[src/rtl/mips_pkg.sv]
// Shared MIPS datapath definitions: multiply/divide op codes, sequencer states, widths.
// Latency: none (types and constants only).
// Backpressure: not applicable.
package mips_pkg;

    localparam int MD_OP_WIDTH  = 2;
    localparam int MD_WIDTH     = 32;
    localparam int MD_CNT_WIDTH = $clog2(MD_WIDTH);

    typedef enum logic [MD_OP_WIDTH-1:0] {
        MD_MULT  = 2'd0,
        MD_MULTU = 2'd1,
        MD_DIV   = 2'd2,
        MD_DIVU  = 2'd3
    } md_op_e;

    typedef enum logic [2:0] {
        MD_IDLE,
        MD_PREP,
        MD_RUN,
        MD_FIX,
        MD_DONE
    } md_state_e;

    function automatic logic md_is_div(input md_op_e op);
        return op[1];
    endfunction

    function automatic logic md_is_signed(input md_op_e op);
        return ~op[0];
    endfunction

endpackage

[src/rtl/md_iter_step.sv]
// One radix-2 iteration: shift-add for multiply, restoring trial-subtract for divide.
// Latency: combinational.
// Backpressure: none; the caller decides when to register the result.
module md_iter_step #(
    parameter int WIDTH = 32
) (
    input  logic             is_div,
    input  logic [WIDTH:0]   hi,
    input  logic [WIDTH-1:0] lo,
    input  logic [WIDTH-1:0] m,
    output logic [WIDTH:0]   hi_next,
    output logic [WIDTH-1:0] lo_next
);

    logic [WIDTH:0]   sum;
    logic [WIDTH+1:0] r_sh;
    logic [WIDTH+1:0] diff;

    always_comb begin
        sum  = {1'b0, hi[WIDTH-1:0]} + (lo[0] ? {1'b0, m} : '0);
        r_sh = {hi, lo[WIDTH-1]};
        diff = r_sh - {2'b00, m};
        if (is_div) begin
            // remainder stays below the divisor, so the kept value always fits WIDTH+1 bits
            if (!diff[WIDTH+1]) begin
                hi_next = diff[WIDTH:0];
                lo_next = {lo[WIDTH-2:0], 1'b1};
            end else begin
                hi_next = r_sh[WIDTH:0];
                lo_next = {lo[WIDTH-2:0], 1'b0};
            end
        end else begin
            hi_next = {1'b0, sum[WIDTH:1]};
            lo_next = {sum[0], lo[WIDTH-1:1]};
        end
    end

endmodule

[src/rtl/muldiv_sequencer.sv]
// Iterative multiply/divide engine feeding HI/LO, with stall to the control unit.
// Latency: WIDTH+3 cycles from start to the DONE write (2 for divide by zero).
// Backpressure: start ignored while busy; stall held so decode keeps the instruction.
import mips_pkg::*;

module muldiv_sequencer #(
    parameter int WIDTH = 32
) (
    input  logic             clk,
    input  logic             rst,
    input  logic             start,
    input  logic [1:0]       op,
    input  logic [WIDTH-1:0] operand_a,
    input  logic [WIDTH-1:0] operand_b,
    input  logic             hilo_read,
    input  logic             abort,
    output logic             busy,
    output logic             stall,
    output logic             done,
    output logic             hi_write,
    output logic             lo_write,
    output logic [WIDTH-1:0] hi_result,
    output logic [WIDTH-1:0] lo_result
);

    localparam int CNT_W = $clog2(WIDTH);

    md_state_e        state, state_next;
    md_op_e           op_q;
    logic [WIDTH-1:0] a_q, b_q, m_q;
    logic [WIDTH:0]   acc_hi;
    logic [WIDTH-1:0] acc_lo;
    logic [CNT_W-1:0] cnt;
    logic             neg_res, neg_rem;

    logic             is_div, is_sgn, a_neg, b_neg, div_zero, load_res;
    logic [WIDTH-1:0] a_abs, b_abs, res_hi, res_lo;
    logic [2*WIDTH-1:0] prod;
    logic [WIDTH:0]   step_hi;
    logic [WIDTH-1:0] step_lo;

    always_comb begin
        is_div   = md_is_div(op_q);
        is_sgn   = md_is_signed(op_q);
        a_neg    = is_sgn & a_q[WIDTH-1];
        b_neg    = is_sgn & b_q[WIDTH-1];
        a_abs    = a_neg ? -a_q : a_q;
        b_abs    = b_neg ? -b_q : b_q;
        div_zero = is_div & (b_q == '0);
    end

    md_iter_step #(.WIDTH(WIDTH)) u_step (
        .is_div  (is_div),
        .hi      (acc_hi),
        .lo      (acc_lo),
        .m       (m_q),
        .hi_next (step_hi),
        .lo_next (step_lo)
    );

    always_ff @(posedge clk or posedge rst) begin
        if (rst) state <= MD_IDLE;
        else     state <= state_next;
    end

    always_comb begin
        state_next = state;
        case (state)
            MD_IDLE: if (start) state_next = MD_PREP;
            MD_PREP: state_next = div_zero ? MD_DONE : MD_RUN;
            MD_RUN:  if (cnt == '0) state_next = MD_FIX;
            MD_FIX:  state_next = MD_DONE;
            MD_DONE: state_next = MD_IDLE;
            default: state_next = MD_IDLE;
        endcase
        // flush beats everything, including a start arriving in IDLE
        if (abort) state_next = MD_IDLE;
    end

    always_comb begin
        busy     = (state != MD_IDLE);
        done     = (state == MD_DONE);
        hi_write = done;
        lo_write = done;
    end

    assign stall = busy & (start | hilo_read);

    always_comb begin
        prod   = {acc_hi[WIDTH-1:0], acc_lo};
        res_hi = '0;
        res_lo = '0;
        if (state == MD_PREP) begin
            res_hi = a_q;
            res_lo = '1;
        end else if (is_div) begin
            res_lo = neg_res ? -acc_lo : acc_lo;
            res_hi = neg_rem ? -acc_hi[WIDTH-1:0] : acc_hi[WIDTH-1:0];
        end else begin
            if (neg_res) prod = -prod;
            res_hi = prod[2*WIDTH-1:WIDTH];
            res_lo = prod[WIDTH-1:0];
        end
        load_res = (state_next == MD_DONE) && (state != MD_DONE);
    end

    always_ff @(posedge clk or posedge rst) begin
        if (rst) begin
            op_q      <= MD_MULT;
            a_q       <= '0;
            b_q       <= '0;
            m_q       <= '0;
            acc_hi    <= '0;
            acc_lo    <= '0;
            cnt       <= '0;
            neg_res   <= 1'b0;
            neg_rem   <= 1'b0;
            hi_result <= '0;
            lo_result <= '0;
        end else begin
            case (state)
                MD_IDLE: if (start && !abort) begin
                    op_q <= md_op_e'(op);
                    a_q  <= operand_a;
                    b_q  <= operand_b;
                end
                MD_PREP: begin
                    m_q     <= is_div ? b_abs : a_abs;
                    acc_hi  <= '0;
                    acc_lo  <= is_div ? a_abs : b_abs;
                    neg_res <= a_neg ^ b_neg;
                    neg_rem <= a_neg;
                    cnt     <= CNT_W'(WIDTH - 1);
                end
                MD_RUN: begin
                    acc_hi <= step_hi;
                    acc_lo <= step_lo;
                    if (cnt != '0) cnt <= cnt - 1'b1;
                end
                default: ;
            endcase
            if (load_res) begin
                hi_result <= res_hi;
                lo_result <= res_lo;
            end
        end
    end

endmodule

[config.mk]
export PLATFORM = sky130hd
export DESIGN_NAME = muldiv_sequencer
export DESIGN_NICKNAME = d
export VERILOG_FILES = /design/src/rtl/mips_pkg.sv /design/src/rtl/md_iter_step.sv /design/src/rtl/muldiv_sequencer.sv
export SDC_FILE = /design/constraint.sdc
export NUM_CORES = 1
export LEC_CHECK = 0
export CORE_AREA = 2 2 197 199
export DETAILED_ROUTE_END_ITERATION = 16
export DIE_AREA = 0 0 199 201
export SKIP_CTS_REPAIR_TIMING = 1
export SYNTH_ARGS = -nofsm -noshare
export SYNTH_HDL_FRONTEND = slang
export SYNTH_SLANG_ARGS = --single-unit
[constraint.sdc]
create_clock -name clk -period 24.2 [get_ports clk]
set_input_delay 4.84 -clock clk [delete_from_list [all_inputs] [get_ports clk]]
set_output_delay 4.84 -clock clk [all_outputs]
set_load 0.1 [all_outputs]
==> out/summary.txt <==
Net Count, Synth: 2106
synthesis-stage register bit count: 237
Final Cell Area: 19450 µm²
minimum clock period: 11.45 ns
All-Layer GR Usage: 28.00%
total number of vias: 15110
Die H: 201 µm
vias in the first global route: 14530
CP top delay family: buffers and inverters
NumNets Final: 2168
ANT cells: 0
core box area: 38110 µm²
cell count after synthesis: 1963
die area: 40000 µm²
Detailed Place HPWL: 41.45 mm
DRC: 0
final setup margin: 12.75 ns
largest fanout on the critical path: 3
worst-margin pin slew: 1.262 ns
critical path buffer and inverter count: 2
Longest Clk Path Bufs: 3
CP Launch Type: primary input
antenna violations before repair: 1
Setup CP Type: in2out
CP Capture Type: primary output
Setup TNS Final: 0 ns
gp weighted congestion: 0.9733
WL per Instance: 21.79 µm
total wire length: 55.91 mm
metal2 WL: 25.16 mm
Period Utilization, post-route: 47.32%
fmax: 0.08733 GHz
Max H-tree Level: 1
Setup-failing EPs final: 0
EDFF count, synth: 0
drt initial violations: 1475
final hold violation count: 0
clk slew on worst S/H paths: 0.06 ns
top cell type's share of synthesized area: 35.27%
Async SR Flop Fraction: 100.0%
CP required: 19.36 ns
largest net degree at the start of global routing: 116
Primary FF master, synth: dfrtp_1
clock sink total: 237
layout cell share with drive strength beyond 1: 7.617%
ANT nets after route: 0
Worst Skew: 0.02777 ns
Data arrival, critical path: 6.61 ns
CP peak stage delay: 1.14 ns
Skew-Pair Late Insertion Delay: 0.58 ns
synth warn: 0
CTS tree: built
area delta synth->final: 15.65%
P_leak: 0.008343 µW
placed cell area: 18470 µm²
Syn Std Cell Area: 16810 µm²
Mapped Avg Cell Area: 8.566 µm²
Die W: 199 µm
post-synth top area cell: dfrtp_1
normalized max-slew margin: 15.77%
distinct cell type count after synthesis: 79
CTS Root Cell: clkbuf_16
CP max-delay cell: clkdlybuf4s50_1
Max Slew Vio Count: 0
uppermost layer routed: met5
io pins: 140
top post-synthesis cells by area: dfrtp_1, o21ai_0, ha_1
Max-cap violations: 0
DR pass1 iterations: 5
WHS: 0.4745 ns
worst min path class: reg2reg
standard-cell rows: 72
DR vias/cell: 5.889
CP cell instances: clkdlybuf4s50_1, nor2_1, nor2_1, clkdlybuf4s50_1
VDD IR max: 0.0001037 V
RSZ-0062 raised after global routing: false
Synth top cells by count: dfrtp_1, nand2_1, nor2_1
outcome: completed
sequential-to-total area share from yosys stat: 35.27%
post-route met1 wirelength: 25.51 mm
top-count cell post-synth: dfrtp_1
first-pass GRT wire length: 86.29 mm
wire length on met3: 3.451 mm
setup slack at placement: 12.75 ns
CTS Buf Count: 29
PortBufs: 139
Remaining Overflow, GRT: 0
Starting Density: 44.13%
PwrDens: 158.8 nW/µm²
[worst paths after layout]
kind	start	end	slack (ns)	cells after the start
max reg2reg	acc_hi[0]	acc_hi[32]	19.40	12
min	lo_result[12]	lo_result[12]	0.47	2
min reg2reg	lo_result[12]	lo_result[12]	0.47	2
max in group asynchronous	rst	op_q[1]	17.75	3
min in group asynchronous	rst	lo_result[5]	4.79	2
max	start	stall	12.75	4
[worst min-delay path, stage by stage, from the launching register on]
cell,delay [ns]
dfrtp_1,0.35
nand2_1,0.05
nand2_1,0.05
[metal layers]
metal / up-vias / track usage, %
met4: 2 / 8.742
li1: 7177 / -
met3: 84 / 3.999
met2: 525 / 43.47
met5: - / 0
met1: 7324 / 40.25
[registers in the layout (all words and copies together), names as in the netlist]
register   count
acc_lo        32
cnt            5
m_q           32
hi_result     32
neg_rem        1
neg_res        1
a_q           32
lo_result     32
acc_hi        33
b_q           32
state          3
op_q           2
[placed cells by master, fill, tap and decap left out, types with 15 or more instances in the layout]
cell type,count
o21a_1,18
nor4_1,16
a21o_1,32
nand3_1,24
inv_1,68
xor2_1,87
nor3_1,40
nor2_1,179
o21ai_0,179
a31oi_1,50
o211ai_1,26
ha_1,70
or3_1,15
a21oi_1,123
clkdlybuf4s50_1,139
nand2_1,219
a211oi_1,15
o31ai_1,23
o221ai_1,33
mux2_2,69
xnor2_1,85
dfrtp_1,236
mux2i_1,58
clkbuf_16,29
[where the power goes]
group	switching, µW	internal (µW)	total [µW]
Combinational	1230	641	1880
Clock	179	273	451
Sequential	217	545	762
Total	1630	1460	3090
[layout make-up]
cell class	count	area (µm²)
fill	3635	18660
multi-input combinational	1534	10120
sequential	237	5934
timing repair buffer	152	1489
clock buffer	41	800.8
tap	518	648.1
inverter	71	279.0
clock inverter	13	177.7
[cells by family (layout without fill, tap and decap cells)]
logic type	count (synthesis)	count (layout)	share of synthesized area, %
and+or+nand+nor	586	586	15.92
adders and majority gates	72	72	5.447
AOI/OAI and AO/OA	576	576	21.43
muxes	127	127	8.074
buffers and inverters	192	277	4.851
DFF	237	237	35.27
xor gates and xnor gates	173	173	9.011
[stage by stage]
step / total power, µW / cells / util, %
final: 3089 / 2566 / 51.03
after floorplan: 2095 / 1963 / -
after global placement: 2597 / 2512 / 48.46
after global routing: 3284 / 2566 / 51.03
after CTS: 3076 / 2566 / 51.03
after detailed placement: 2612 / 2512 / 48.46
(Power assumes the default switching activity.)
